$ cat src/rtl/pd_match_referee.sv
// Prisoner's Dilemma match referee: scores both players each round with saturating
// accumulators and declares a winner. Optional history shift register: REFEREE_HISTORY_EN.
module pd_match_referee #(
    parameter int NUM_ROUNDS = 200,
    parameter int ROUND_W    = 16,
    parameter int SCORE_W    = 16,
    parameter int PAY_T      = 5,
    parameter int PAY_R      = 3,
    parameter int PAY_P      = 1,
    parameter int PAY_S      = 0
`ifdef REFEREE_HISTORY_EN
    ,
    parameter int HIST_DEPTH = 8
`endif
) (
    input  logic               clk,
    input  logic               reset,
    input  logic               start,
    input  logic               action_A,
    input  logic               action_B,
    output logic               round_valid,
    output logic [ROUND_W-1:0] round,
    output logic [SCORE_W-1:0] score_A,
    output logic [SCORE_W-1:0] score_B,
    output logic [ROUND_W-1:0] coop_both,
    output logic               match_done,
    output logic [1:0]         winner
`ifdef REFEREE_HISTORY_EN
    ,
    output logic [2*HIST_DEPTH-1:0] history
`endif
);

    localparam logic [1:0] S_IDLE = 2'd0;
    localparam logic [1:0] S_PLAY = 2'd1;
    localparam logic [1:0] S_DONE = 2'd2;

    localparam logic [SCORE_W:0]   P_T       = (SCORE_W+1)'(PAY_T);
    localparam logic [SCORE_W:0]   P_R       = (SCORE_W+1)'(PAY_R);
    localparam logic [SCORE_W:0]   P_P       = (SCORE_W+1)'(PAY_P);
    localparam logic [SCORE_W:0]   P_S       = (SCORE_W+1)'(PAY_S);
    localparam logic [SCORE_W+1:0] SCORE_MAX = {2'b00, {SCORE_W{1'b1}}};
    localparam logic [ROUND_W-1:0] LAST      = ROUND_W'(NUM_ROUNDS);

    logic [1:0]         state;
    logic [SCORE_W:0]   pay_a;
    logic [SCORE_W:0]   pay_b;
    logic               both_coop;
    logic [SCORE_W-1:0] next_a;
    logic [SCORE_W-1:0] next_b;
    logic [ROUND_W-1:0] next_round;

    function automatic logic [SCORE_W-1:0] sat_add(input logic [SCORE_W-1:0] acc,
                                                   input logic [SCORE_W:0]   inc);
        logic [SCORE_W+1:0] sum;
        sum = {2'b00, acc} + {1'b0, inc};
        return (sum > SCORE_MAX) ? {SCORE_W{1'b1}} : sum[SCORE_W-1:0];
    endfunction

    always_comb begin
        pay_a     = P_P;
        pay_b     = P_P;
        both_coop = 1'b0;
        case ({action_A, action_B})
            2'b00: begin pay_a = P_R; pay_b = P_R; both_coop = 1'b1; end
            2'b01: begin pay_a = P_S; pay_b = P_T; end
            2'b10: begin pay_a = P_T; pay_b = P_S; end
            default: begin pay_a = P_P; pay_b = P_P; end
        endcase
        next_a     = sat_add(score_A, pay_a);
        next_b     = sat_add(score_B, pay_b);
        next_round = round + 1'b1;
    end

    always_ff @(posedge clk or posedge reset) begin
        if (reset) begin
            state       <= S_IDLE;
            round_valid <= 1'b0;
            round       <= '0;
            score_A     <= '0;
            score_B     <= '0;
            coop_both   <= '0;
            match_done  <= 1'b0;
            winner      <= 2'b00;
`ifdef REFEREE_HISTORY_EN
            history     <= '0;
`endif
        end else begin
            // NOTE: default pulse value first; only a scored PLAY round raises it.
            round_valid <= 1'b0;
            case (state)
                S_IDLE, S_DONE: begin
                    if (start) begin
                        state      <= S_PLAY;
                        round      <= '0;
                        score_A    <= '0;
                        score_B    <= '0;
                        coop_both  <= '0;
                        match_done <= 1'b0;
                        winner     <= 2'b00;
`ifdef REFEREE_HISTORY_EN
                        history    <= '0;
`endif
                    end
                end
                S_PLAY: begin
                    round_valid <= 1'b1;
                    round       <= next_round;
                    score_A     <= next_a;
                    score_B     <= next_b;
                    if (both_coop)
                        coop_both <= coop_both + 1'b1;
`ifdef REFEREE_HISTORY_EN
                    history <= {history[2*HIST_DEPTH-3:0], action_A, action_B};
`endif
                    if (next_round == LAST) begin
                        // Winner decided from the final round's updated scores.
                        state      <= S_DONE;
                        match_done <= 1'b1;
                        if (next_a > next_b)
                            winner <= 2'b01;
                        else if (next_a < next_b)
                            winner <= 2'b10;
                        else
                            winner <= 2'b00;
                    end
                end
                default: state <= S_IDLE;
            endcase
        end
    end

endmodule

$ cat config.mk
export PLATFORM = sky130hd
export DESIGN_NAME = pd_match_referee
export DESIGN_NICKNAME = d
export VERILOG_FILES = /design/src/rtl/pd_match_referee.sv
export SDC_FILE = /design/constraint.sdc
export NUM_CORES = 1
export LEC_CHECK = 0
export CAP_MARGIN = 20
export CORE_ASPECT_RATIO = 1.5
export CORE_UTILIZATION = 59
export CTS_CLUSTER_SIZE = 40
export DETAILED_ROUTE_END_ITERATION = 16
export GPL_TIMING_DRIVEN = 0
export PLACE_DENSITY = 0.89
export SETUP_SLACK_MARGIN = 0.05
export SLEW_MARGIN = 20
export SYNTH_ARGS = -nofsm -noshare
export SYNTH_HDL_FRONTEND = slang
export SYNTH_SLANG_ARGS = --single-unit
export TNS_END_PERCENT = 1
$ cat constraint.sdc
create_clock -name clk -period 4.7 [get_ports clk]
set_clock_uncertainty 0.05 [all_clocks]
set_input_delay 1.41 -clock clk [delete_from_list [all_inputs] [get_ports clk]]
set_output_delay 1.41 -clock clk [all_outputs]
set_load 0.1 [all_outputs]
**Word-level counts from Yosys, hierarchy flattened**

Cells that the tools add are included.
Widths: inputs -> output; s select.

- Memory bits (read-only): 0
- Word-level logic and storage cells: 55
- Bits in latches: 0
- Bits of input ports: 5
- Output and inout port bits: 68
- Flip-flop bits (word level): 70
- Memories kept: 0
- RAM bits: 0

- Shift-type cells: 0
- Divide/modulo/power cells: 0
- Bitwise operators: 0
- Reductions and logical operators: 8
- Mux-type cells: 23
- $lt $le $gt $ge: 4
- Multiply operators: 0
- Equality and inequality tests: 8
- Add/sub/neg operators: 4

Operators with widths:

| cell | count |
|---|---|
| $pmux 16 s2 | 4 |
| $mux 16 | 4 |
| $add 16x17->18 | 2 |
| $gt 18x16->1 const B | 2 |
| $add 16x1->16 const B | 2 |
| $pmux 3 s3 | 2 |
| $eq 16x8->1 const B | 1 |
| $gt 16x16->1 | 1 |
| $lt 16x16->1 | 1 |
| $mux 2 | 6 |
| $pmux 2 s2 | 2 |
| $ne 2x2->1 const B | 3 |
| $reduce_and 3->1 | 2 |
| $eq 2x1->1 const B | 2 |
| $eq 2x2->1 const B | 2 |
| $logic_not 2->1 | 2 |
| $mux 1 | 4 |
| $reduce_and 2->1 | 2 |
| $pmux 1 s2 | 1 |
| $reduce_bool 2->1 | 1 |
| $reduce_or 2->1 | 1 |

**Longest topological paths before layout**

Gate-level depths: netlist of the first run.

- Depth in word-level cells: 10
- Depth in mapped cells: 16
- Mapped depth without buffers: 15

**Worst setup path before layout of the first run**

No wires, ideal clock.

- Path type: input -> register
- From: in action_A
- To: reg winner[0]
- Setup slack: 386 ps
- Stages on the path: 16
- Setup time: 79 ps
- Required time: 4,571 ps
- Arrival: 4,185 ps
- Buffers on the path: 2
- Cells stage by stage: nor2_1 > xor2_1 > ha_1 > o21ai_1 > a211oi_4 > and3_1 > buf_4 > buf_2 > nor2_1 > ha_1 > nand4_1 > nor3_1 > o31ai_1 > o211ai_1 > nand2_1 > mux2i_1

- Word-level cells in the longest chain between the ends: 9
- Elaborated cells on any way between the ends: 15
- Classes of those cells: add/sub (2); order compare (3); eq/ne (2); mux (7); reduce/logical (1)

Ends and longest elaborated chain:

| element | RTL line | RTL |
|---|---|---|
| start: declaration | 19 | `input logic action_A,` |
| $eq 2x2->1, or another cell as far along | 64 | `case ({action_A, action_B})` |
| $pmux 3 s3 | 64 |  |
| $add 16x17->18 | 56 | `sum = {2'b00, acc} + {1'b0, inc};` |
| $gt 18x16->1 | 57 | `return (sum > SCORE_MAX) ? {SCORE_W{1'b1}} : sum[SCORE_W-1:0];` |
| $mux 16 | 57 |  |
| $gt 16x16->1 * | 120 | `if (next_a > next_b)` |
| $mux 2 * | 120 |  |
| $mux 2 * | 116 | `if (next_round == LAST) begin` |
| $pmux 2 s2 * | 91 | `case (state)` |
| end signal: assignment | 121 | `winner <= 2'b01;` |
| end signal: assignment | 123 | `winner <= 2'b10;` |
| end signal: assignment | 125 | `winner <= 2'b00;` |
| end: declaration | 27 | `output logic [1:0] winner` |

Mark *: on every way between the ends. The rest lies on a longest branch, timed or not. The select of a mux whose other input is x is not followed.
A chain may end at the register's enable or synchronous reset.

**Worst setup path in the final report of the first run**

Same ends and word-level chain as after synthesis.

==> metrics.yaml, run 1 <==
portBuffers: 72
drc: 0
drtAntennaViolNets: 0
ctsRootBufferMaster: "clkbuf_16"
antenna_found_initial: 0
routabilityCongestion: 0.866
hold_viol_final: 0
setup_viol: 0
end_kind: "flip-flop"
antennaDiodeCount: 0
synth_ff_type: "dfrtp_1"
required_ns: 4.86
fillers: 542
arrival_ns: 4.63
synthesis.area_um2: 4700
ys_async_sr_fraction: 1.00
power.leakage_nw: 2.53
dp.cells: 719
yosysSeqAreaShare: 0.373
rsz0062_at_grt: "no"
utilization: 0.775
ys_ff_latch: 70
grtUsageTotal: 0.331
start_kind: "primary input"
fmax_ghz: 0.223
dpl.hpwl_mm: 9.46
syn_avg_cell_area_um2: 8.63
cp_top_family: "compound AO/OA/AOI/OAI gates"
fp.dieH_um: 111
routed_via_density: 6.32
grt_pass1_wl_mm: 21.1
setup_ws_ns: 0.226
synth_area_leaders: "dfrtp_1 37%, ha_1 6.4%, o21ai_0 4.7%"
clock_sinks: 70
cts_buffers: 9
pre_cts_slack_ns: -0.928
overflow: 0
final_area_um2: 5940
first_iter_violations: 517
cts_tree: "built"
regArea_um2: 1750
synth_edf_count: 0
status: "finished, final reports clean"
postCtsHoldBufs: 0
finalNetCount: 662
yosys_warnings: 0
power_mw: 3.50
htree_levels: 3
tightest_slew_ns: 1.02
crit_top_cell: "ha_1"
cp_num_buf_inv: 3
yosysTopAreaCellShare: 0.373
p_per_area_nw_per_um2: 590
period_share: 0.952
slew_headroom: 0.317
r2r_setup_slack_ns: 1.28
clk_pin_slew_ns: 0.05
critPathMaxFanout: 7
pin_count: 73
initial_utilization: 0.613
synth_cell_types: 59
grt_max_degree: 43
totalWireLength_mm: 13.3
drv_cap: 0
crit_path_top_delay_cell: "ha_1"
drtPass1Iterations: 5
synth_commonest_cells: "70 x dfrtp_1, 58 x nand2_1, 50 x nor2_1"
route.detailed.wl_per_inst_um: 17.9
hold_class: "reg2reg"
die_w_um: 74.8
drive_gt1_frac: 0.0862
vdd_ir_drop_max_v: 0.000371
first_global_vias: 4551
area_delta_synth_final_pct: 26.5
yosysMostFrequentCell: "dfrtp_1"
path_cells: "clkdlybuf4s15_1 > nand2b_4 > ha_1 > ha_1 > o21a_1 > o211ai_1 > buf_4 > nand4_1 > a22o_1 > ha_1 > a21oi_1 > o21ai_0 > a31oi_1 > o211ai_1 > buf_4 > nand2_1 > mux2i_1"
synth_top_area_cell: "dfrtp_1"
stdcell_count: 740
clkLatencyLatePin_ns: 0.34
cts_buffer_depth: 2
synthCells: 544
worst_hold_slack_ns: 0.454
synthesis.nets: 573
placedInstanceArea_um2: 5570
slew_violations: 0
fin_tns_setup_ns: 0
finalCriticalPeriod_ns: 4.47
dr_total_vias: 4677
cpPeakStageDelay_ns: 0.34
critPathKind: "in2reg"
die_area_um2: 8330
multi_input_area_um2: 2790
rows: 39
coreArea_um2: 7660
-- worst reg2reg max path: stages (launching register included) --
cell      delay, ns
dfrtp_1        0.35
clkbuf_1       0.30
and2_1         0.23
nand4_2        0.18
or2_2          0.34
nor3_1         0.31
a31oi_1        0.14
a31o_2         0.24
ha_1           0.31
nand4_1        0.13
nor3_2         0.23
o31ai_1        0.10
o211ai_1       0.10
buf_4          0.16
nand2_1        0.06
mux2i_1        0.12
-- area by class of cell --
class | count | area share
Inverter | 17 | 0.0112
Clock inverter | 4 | 0.00759
Timing Repair Buffer | 78 | 0.130
Buffer | 29 | 0.0221
Clock buffer | 12 | 0.0432
Sequential cell | 70 | 0.295
Tap cell | 102 | 0.0215
Multi-Input combinational cell | 428 | 0.469
-- path summary, 6_finish.rpt --
kind                            startpoint             to  cells past startpoint
max in group asynchronous            reset     score_A[6]                      3
worst min-delay path            match_done     match_done                      1
worst max register to register  score_B[3]      winner[0]                     15
min in group asynchronous            reset  coop_both[11]                      2
worst min register to register  match_done     match_done                      1
worst max-delay path              action_A      winner[0]                     17
-- kinds of logic (layout without fill, tap and decap cells) --
group | count (synthesis) | in the layout | synth area share
multiplexers | 7 | 7 | 0.0155
adder cells (fa/ha/maj) | 26 | 26 | 0.0682
AO/OA/AOI/OAI | 142 | 142 | 0.190
flip-flops | 70 | 70 | 0.373
AND/OR/NAND/NOR | 220 | 220 | 0.252
buffers and inverters | 46 | 140 | 0.0402
XOR/XNOR | 33 | 33 | 0.0616
-- flip-flops by register name (all words and copies together), names as in the netlist --
register,cells
coop_both,16
match_done,1
round,16
round_valid,1
score_A,16
score_B,16
state,2
winner,2
-- repair_timing --
item	CTS	global route
gates resized for setup	8	9
cloned	0	0
pin swaps	2	2
setup endpoints to repair	2	2
buffers inserted	2	3
-- routing by layer --
layer | vias to the layer above | share of wire | track usage
li1 | 2153 | - | -
met1 | 2244 | 0.37 | 0.363
met2 | 224 | 0.53 | 0.562
met3 | 56 | 0.062 | 0.0600
met4 | 0 | 0.047 | 0.215
met5 | - | 0 | 0
-- power by group --
part / switching (mW) / internal, mW
Combinational: 1.36 / 0.575
Clock: 0.255 / 0.437
Sequential: 0.165 / 0.713
Total: 1.78 / 1.72
-- placed cells by master, fill, tap and decap left out, drive strengths merged, types with 5 or more instances in the layout --
master         instances
dfrtp                 70
clkdlybuf4s50         70
nand2                 58
nor2                  50
o21ai                 46
a21oi                 40
clkbuf                35
ha                    24
nand3                 21
xnor2                 18
nand4                 17
inv                   16
nor3                  16
xor2                  15
buf                   13
and3                  12
a31oi                 10
and4                   8
a311oi                 8
or3                    7
nand2b                 7
a211oi                 7
and2                   6
nor4                   6
mux2i                  5
o21a                   5
a22o                   5
Note: power is estimated with default switching activity, not from simulation.
==> run 2, diff against run 1 <==
Settings changed: CORE_UTILIZATION 59 to 65, DONT_BUFFER_PORTS from default to 1, PLACE_DENSITY 0.89 to 0.84.
==> run 2 against run 1 <==
Net effect:
- the flow now finishes with violations (DRC)
- fmax increased by 0.31%
- final cell count down 13%
- flip-flop and latch count is the same
- clock power decreased by 26%
- die area shrank 9.0%
- critical path depth is 2 lower
- largest power group is now sequential cells
- register-to-register slack worse by 0.90 ns
- core utilization shrank 4.8 points
- count of clock-buffer cells in the layout is 1 higher
- global-route usage is 0.88 points higher
- non-clock buffer count fell by 74
==> metrics.yaml, run 2 (same netlist as run 1, synthesis figures left out) <==
status: "finished with violations"
violations: "DRC"
drive_gt1_frac: 0.0851
first_iter_violations: 313
setup_ws_ns: 0.240
first_global_vias: 4186
grt_max_degree: 41
drv_cap: 0
start_kind: "primary input"
grt_pass1_wl_mm: 20.0
area_delta_synth_final_pct: 7.46
totalWireLength_mm: 12.1
fmax_ghz: 0.224
overflow: 0
die_area_um2: 7580
cts_buffers: 9
fin_tns_setup_ns: 0
coreArea_um2: 6940
pin_count: 73
clk_pin_slew_ns: 0.08
utilization: 0.727
antenna_found_initial: 0
clock_sinks: 70
vdd_ir_drop_max_v: 0.000284
dp.cells: 623
antennaDiodeCount: 0
tightest_slew_ns: 1.14
hold_class: "reg2reg"
critPathMaxFanout: 10
power.leakage_nw: 2.19
dr_total_vias: 4334
p_per_area_nw_per_um2: 603
fp.dieH_um: 106
cts_buffer_depth: 2
die_w_um: 71.4
clkLatencyLatePin_ns: 0.36
power_mw: 3.04
critPathKind: "in2reg"
setup_viol: 0
whs_path_depth: 1
htree_levels: 3
rsz0062_at_grt: "no"
r2r_setup_slack_ns: 0.38
portBuffers: 0
reg2reg_to: "winner[0]"
finalCriticalPeriod_ns: 4.46
layout_common_cells: "69 x dfrtp_1, 58 x nand2_1, 49 x nor2_1"
drtPass1Iterations: 11
cts_tree: "built"
finalNetCount: 588
routed_via_density: 6.75
layout_commonest_cell: "dfrtp_1"
slew_violations: 0
reg2reg_from: "score_B[4]"
routabilityCongestion: 0.873
required_ns: 4.94
hp-start: "state[1]"
rr_worst_depth: 14
arrival_ns: 4.70
hold_viol_final: 0
period_share: 0.949
route.detailed.wl_per_inst_um: 18.8
rows: 37
end_kind: "flip-flop"
drtAntennaViolNets: 0
grtUsageTotal: 0.340
stdcell_count: 642
slew_headroom: 0.242
initial_utilization: 0.676
min_to: "state[1]"
pre_cts_slack_ns: -0.383
ctsRootBufferMaster: "clkbuf_8"
drc: 3
dpl.hpwl_mm: 8.75
## run 2: layout make-up
class,instances,area [µm²]
Inverter,17,66.3
Multi-Input combinational cell,428,2760
Clock buffer,13,159
Sequential cell,70,1750
Tap cell,78,97.6
Clock inverter,3,42.5
Fill cell,527,1900
Buffer,29,128
Timing Repair Buffer,4,42.5
## run 2: repair_timing
item | 4_1_cts | 5_1_grt
buffers inserted | 0 | 3
pin swaps | 0 | 1
hold buffers | 0 | 0
endpoints found under the setup margin | 2 | 2
gates resized for setup | 1 | 4
## run 2: critical path, stage by stage
cell and delay, ns:
nor2_2 0.25, xor2_1 0.15, ha_1 0.28, o21a_1 0.23, o211ai_1 0.32, clkbuf_2 0.30
nand4_1 0.12, a22o_1 0.32, ha_1 0.32, nand4_1 0.12, nor3_1 0.30, o31ai_1 0.13
o211ai_1 0.22, nand2_1 0.11, mux2i_1 0.14
## run 2: layer usage
layer,share of wire,routed length [µm],GRT usage
met5,0,0,0
met4,0.042,512,0.189
met3,0.066,803,0.0976
met2,0.51,6190,0.568
met1,0.38,4590,0.385
## run 2: through the flow
step,hold slack (ns),area (µm²)
2_1_floorplan,0.442,4700
3_3_place_gp,0.452,4790
3_5_place_dp,0.471,4820
4_1_cts,0.488,5020
5_1_grt,0.504,5050
6_report,0.490,5050
## run 2: worst max-delay path by stage
stage	start	endpoint	slack (ns)	cells after the start
after floorplan	action_A	winner[0]	0.39	16
after global placement	action_A	winner[0]	-0.29	15
after detailed placement	action_A	winner[0]	-0.38	15
after CTS	action_A	winner[0]	0.12	15
after global routing	action_A	winner[0]	0.08	15
final	action_A	winner[0]	0.24	15
## run 2: report_power, final
part           leakage (nW)  switching (mW)  internal [mW]
clock network        0.0996           0.235          0.274
registers             0.892           0.979          0.690
logic                  1.20           0.483          0.380
total                  2.19            1.70           1.34
